<file path="config.mk">
export PLATFORM = sky130hd
export DESIGN_NAME = panda_ram_arbiter
export DESIGN_NICKNAME = d
export VERILOG_FILES = /design/src/rtl/panda_ram_arbiter.sv
export SDC_FILE = /design/constraint.sdc
export NUM_CORES = 1
export LEC_CHECK = 0
export BUFFER_PORTS_ARGS = -buffer_cell sky130_fd_sc_hd__clkbuf_2
export CAP_MARGIN = 15
export CORE_AREA = 5 5 72 74
export DETAILED_ROUTE_END_ITERATION = 10
export DIE_AREA = 0 0 77 79
export HOLD_SLACK_MARGIN = 0.02
export PLACE_DENSITY = 0.78
export SETUP_SLACK_MARGIN = 0.05
export SYNTH_ARGS = -nofsm -noshare
export SYNTH_HDL_FRONTEND = slang
export SYNTH_SLANG_ARGS = --single-unit
</file>
<file path="constraint.sdc">
create_clock -name clk_i -period 2.3 [get_ports clk_i]
set_clock_uncertainty 0.1 [all_clocks]
set_input_delay 0.23 -clock clk_i [delete_from_list [all_inputs] [get_ports clk_i]]
set_output_delay 0.23 -clock clk_i [all_outputs]
set_load 0.02 [all_outputs]
</file>
<file path="src/rtl/panda_ram_arbiter.sv">
// panda_ram_arbiter
//
// Shares one single-port panda_ram between the core's instruction-fetch port
// (read-only) and its load/store port (read/write with byte enables). At most one
// request is granted per cycle. Grants are combinational, so an uncontended request
// is accepted in the cycle it is raised. The RAM returns read data one cycle after
// the strobe. A registered response selector routes that data back as rvalid on the
// port that was granted.
//
// Arbitration:
//   default             fixed priority. Data wins on conflict. A 4-bit wait counter
//                       forces an instruction grant after MaxWait stalled cycles.
//   PANDA_ARB_RR_EN     round-robin on conflict, using a 1-bit last-granted register.
//                       The wait counter is not built in this mode.
//
// Parameters:
//   DataWidth  RAM word width in bits; must be a multiple of 8.
//   Depth      RAM depth in words.
//   MaxWait    fixed-priority starvation bound, 1..15.
//
// Ports:
//   clk_i, rst_i                  clock; synchronous active-high reset
//   instr_req_i / instr_addr_i    instruction read request
//   instr_gnt_o                   instruction request accepted this cycle
//   instr_rvalid_o/instr_rdata_o  instruction read response
//   data_req_i / data_we_i /      data request; data_we_i = 0 means read
//   data_addr_i / data_wdata_i
//   data_gnt_o                    data request accepted this cycle
//   data_rvalid_o/data_rdata_o    data response (read data, or write ack)
//   ram_ce_o / ram_we_o /         RAM strobe, byte enables, address, write data
//   ram_addr_o / ram_wdata_o
//   ram_rdata_i                   RAM read data, valid one cycle after a read strobe

module panda_ram_arbiter #(
    parameter int unsigned DataWidth = 32,
    parameter int unsigned Depth     = 64,
    parameter int unsigned MaxWait   = 4,
    localparam int unsigned AddrWidth = $clog2(Depth),
    localparam int unsigned BeWidth   = DataWidth / 8
) (
    input  logic                 clk_i,
    input  logic                 rst_i,

    input  logic                 instr_req_i,
    input  logic [AddrWidth-1:0] instr_addr_i,
    output logic                 instr_gnt_o,
    output logic                 instr_rvalid_o,
    output logic [DataWidth-1:0] instr_rdata_o,

    input  logic                 data_req_i,
    input  logic [BeWidth-1:0]   data_we_i,
    input  logic [AddrWidth-1:0] data_addr_i,
    input  logic [DataWidth-1:0] data_wdata_i,
    output logic                 data_gnt_o,
    output logic                 data_rvalid_o,
    output logic [DataWidth-1:0] data_rdata_o,

    output logic                 ram_ce_o,
    output logic [BeWidth-1:0]   ram_we_o,
    output logic [AddrWidth-1:0] ram_addr_o,
    output logic [DataWidth-1:0] ram_wdata_o,
    input  logic [DataWidth-1:0] ram_rdata_i
);

    // Resolved grants for this cycle.
    logic instr_gnt;
    logic data_gnt;

    // High when the instruction port should win a conflict this cycle.
    logic instr_prio;

    // Response tracking: a grant in cycle N yields rvalid in cycle N+1.
    logic resp_valid_q;
    logic resp_sel_q;   // 1: response belongs to the instruction port

`ifdef PANDA_ARB_RR_EN

    // 1: the instruction port was granted last; 0: the data port was.
    logic last_gnt_q;

    assign instr_prio = ~last_gnt_q;

    always_ff @(posedge clk_i) begin
        if (rst_i) begin
            // Reset to "instr" so the data port wins the first conflict.
            last_gnt_q <= 1'b1;
        end else if (instr_gnt) begin
            last_gnt_q <= 1'b1;
        end else if (data_gnt) begin
            last_gnt_q <= 1'b0;
        end
    end

`else

    localparam logic [3:0] MaxWaitCnt = 4'(MaxWait);

    logic [3:0] wait_cnt_q;
    logic [3:0] wait_cnt_d;

    assign instr_prio = (wait_cnt_q == MaxWaitCnt);

    // Count consecutive stalled cycles of a pending instruction request. A dropped
    // request clears the count, so a cancelled fetch leaves no residue.
    always_comb begin
        wait_cnt_d = wait_cnt_q;
        if (!instr_req_i || instr_gnt) begin
            wait_cnt_d = 4'd0;
        end else if (wait_cnt_q != MaxWaitCnt) begin
            wait_cnt_d = wait_cnt_q + 4'd1;
        end
    end

    always_ff @(posedge clk_i) begin
        if (rst_i) begin
            wait_cnt_q <= 4'd0;
        end else begin
            wait_cnt_q <= wait_cnt_d;
        end
    end

`endif

    // Grant resolution. Reset masks both grants so nothing reaches the RAM.
    always_comb begin
        instr_gnt = 1'b0;
        data_gnt  = 1'b0;
        if (!rst_i) begin
            if (data_req_i && !(instr_req_i && instr_prio)) begin
                data_gnt = 1'b1;
            end else if (instr_req_i) begin
                instr_gnt = 1'b1;
            end
        end
    end

    assign instr_gnt_o = instr_gnt;
    assign data_gnt_o  = data_gnt;

    // RAM port mux. Idle cycles park the address and write data at zero.
    always_comb begin
        ram_ce_o    = instr_gnt | data_gnt;
        ram_we_o    = '0;
        ram_addr_o  = '0;
        ram_wdata_o = '0;
        if (data_gnt) begin
            ram_we_o    = data_we_i;
            ram_addr_o  = data_addr_i;
            ram_wdata_o = data_wdata_i;
        end else if (instr_gnt) begin
            ram_addr_o  = instr_addr_i;
        end
    end

    // A response registered just before reset rises is still presented in the
    // reset cycle; it clears on the following edge.
    always_ff @(posedge clk_i) begin
        if (rst_i) begin
            resp_valid_q <= 1'b0;
            resp_sel_q   <= 1'b0;
        end else begin
            resp_valid_q <= instr_gnt | data_gnt;
            if (instr_gnt | data_gnt) begin
                resp_sel_q <= instr_gnt;
            end
        end
    end

    assign instr_rvalid_o = resp_valid_q & resp_sel_q;
    assign data_rvalid_o  = resp_valid_q & ~resp_sel_q;
    assign instr_rdata_o  = ram_rdata_i;
    assign data_rdata_o   = ram_rdata_i;

    // Grants must be mutually exclusive.
    always_ff @(posedge clk_i) begin
        if (!rst_i) begin
            assert (!(instr_gnt && data_gnt))
                else $error("panda_ram_arbiter: both ports granted");
        end
    end

endmodule

</file>
==> impl_metrics.csv <==
group,metric,value,unit
yosys,synth_area_leader_cell,"buf_4",
floorplan,core-area,4536,um^2
power,power_density,337.0,nW/um^2
worst_hold_path,holdPathEnd,"resp_valid_q",
grt,grt_pass1_vias,968,
yosys,syn_nets,231,
yosys,syn_avg_cell_area,7.645,um^2
layout,nets,275,
clock_tree,clock_latency,220,ps
sta,hold_viol,0,
run,max_cap_viol_count,0,
place,numPortBuffers,98,
yosys,async_reset_ff_share,0,%
worst_setup_path,slowest_delay,330,ps
layout,syn2layout_area_growth,26.07,%
worst_setup_path,crit_arrival,1860,ps
worst_setup_path,crit_buf_inv,4,
sta,fmax,0.4566,GHz
drt,routed_wl,3.187,mm
worst_setup_path,startpoint,"wait_cnt_q[1]",
layout,drive_gt1_share,63.64,%
drt,detail-route-antenna-nets,0,
clock_tree,cts_buffers,3,
grt,antenna_found_initial,0,
clock_tree,hold_buffers,0,
grt,grt-ovfl-total,0,
worst_setup_path,regToRegSetupSlack,840,ps
yosys,synth-main-ff-cell,"dfxtp_1",
floorplan,die-area,6083,um^2
worst_setup_path,r2r_start,"wait_cnt_q[1]",
yosys,synth-edff-count,0,
sta,rsz0062_at_grt,"yes",
status,outcome,"finished clean",
yosys,synth_cell_types,19,
yosys,synthTopCellsByArea,"buf_4, and2_1, dfxtp_1, a22o_1, buf_6",
floorplan,initial_utilization,24.44,%
drt,detailedRoute.firstPassIterationCount,3,
clock_tree,cts_tree,"done",
worst_hold_path,worstHoldPathCells,2,
yosys,yosys_warnings,0,
yosys,synth.cell_area,1109,um^2
clock_tree,clockBufferDepth,2,
sta,post-route-period-util,95.23,%
sta,timing.slew.headroom,82.22,%
sta,tightest_slew,266.8,ps
worst_setup_path,cp_max_fo,10,
worst_setup_path,path_cells,"inv_1 > ha_2 > nor2b_4 > a311oi_4 > buf_6 > bufbuf_16 > and2_4 > clkbuf_8",
grt,grt_first_pass_wirelength,4.733,mm
worst_setup_path,worstSetupEndpointType,"primary output",
power,p_leak,0.8062,nW
worst_setup_path,rr_endpoint,"wait_cnt_q[2]",
floorplan,ios,195,
power,vdd_drop_max,0.0001531,V
worst_setup_path,critical_path_class,"flip-flop to primary output",
worst_setup_path,critPathSlowestCell,"dfxtp_2",
floorplan,die_height,79,um
worst_setup_path,critical_path.top_delay_family,"buffers and inverters",
sta,holdWs,162.0,ps
layout,n_fill_cell,464,
drt,drt_iter0_drc,8,
drt,avgViaCountPerCell,4.079,
clock_tree,clockRootBuffer,"clkbuf_8",
floorplan,row_count,25,
clock_tree,cts_max_level,1,
yosys,synth_most_common_cell,"buf_4",
yosys,syn_inst,145,
drt,wire_per_inst,13.22,um
floorplan,die_x,77,um
clock_tree,cts.sinks,6,
grt,gr-usage-all-layers,9.604,%
clock_tree,clk_pin_slew,40,ps
sta,min_period,2190,ps
sta,setup_viol,0,
yosys,ys_seq_area_share,10.84,%
yosys,synthTopCellsByCount,"buf_4, and2_1, nor2_1",
sta,slew_violations,0,
sta,fin_setup_tns,0,ps
layout,antennaDiodeCount,0,
yosys,ys_ff_latch,6,
drt,drc,0,
worst_hold_path,hold_start,"rst_i",
worst_setup_path,cp-start-kind,"flip-flop",
yosys,yosysTopAreaCellShare,43.34,%
worst_hold_path,worst_hold_path_type,"input pin to flip-flop",
grt,grt_max_degree,21,
place,gp_congestion,0.6507,
place,hpwl,2.409,mm
worst_setup_path,cp.required,1970,ps
drt,dr_total_vias,983,
worst_setup_path,reg2reg_depth,5,
-- worst max path at each step --
stage | to | slack, ps | cells past startpoint
after CTS | ram_wdata_o[13] | 70 | 8
after global placement | ram_wdata_o[20] | 310 | 7
after global routing | ram_wdata_o[20] | 40 | 8
after floorplan | ram_wdata_o[15] | 320 | 6
final | ram_wdata_o[20] | 110 | 8
after detailed placement | ram_wdata_o[22] | 250 | 7
-- through the flow --
step	util (%)	instance area (um^2)	power (mW)	setup WS, ps	std cells
after CTS	30.57	1386	0.4809	68.48	241
after global placement	25.93	1176	0.2896	309.4	232
after detailed placement	25.93	1176	0.2910	248.1	232
final	30.81	1398	0.4710	109.7	241
after floorplan	-	1109	0.3709	323.5	145
after global routing	30.81	1398	0.5055	38.03	241
-- sequential cells by signal, summed over array words and instances (netlist names) --
signal        cells
resp_sel_q        1
resp_valid_q      1
wait_cnt_q        4
-- layout make-up --
type                    instances  area (um^2)  area share (%)
clock buffers                   3        41.29           2.954
inverters                       4        15.01           1.074
multi-input cells              67        465.4           33.30
flip-flops and latches          6        122.6           8.774
well taps                      54        67.56           4.834
repair buffers                107        685.7           49.06
-- cells by family after synthesis --
| kind of cell | after synthesis | synth area share, % |
|---|---|---|
| buf+inv | 72 | 48.76 |
| compound gates | 9 | 8.579 |
| fa+ha+maj | 2 | 2.257 |
| simple gates | 55 | 28.67 |
| mux | 1 | 0.9030 |
| flops | 6 | 10.84 |
-- metal layers --
layer | GRT usage (%) | vias to the layer above | part of all wire, %
li1 | - | 471 | -
met1 | 9.693 | 433 | 33
met2 | 16.55 | 70 | 51
met3 | 5.102 | 9 | 14
met4 | 3.952 | 0 | 1.6
met5 | 0 | - | 0
-- placed cells by master, fill, tap and decap left out, types with 3 or more instances in the layout --
master	n
a22o_1	6
and2_1	34
and2_4	3
buf_2	4
buf_4	11
buf_6	4
clkbuf_2	79
clkbuf_8	7
dfxtp_1	4
inv_1	4
nor2_1	10
-- repair_timing --
action / in CTS / in global routing
setup endpoints to repair: 29 / 29
resized for setup: 18 / 26
buffers inserted: 4 / 1
pin swaps: 1 / 0
cloned: 2 / 0
-- where the power goes --
group | internal [mW] | switching, mW
combinational | 0.107 | 0.103
clock | 0.112 | 0.0392
sequential | 0.108 | 0.00153
total | 0.327 | 0.144
(Power assumes the default switching activity.)
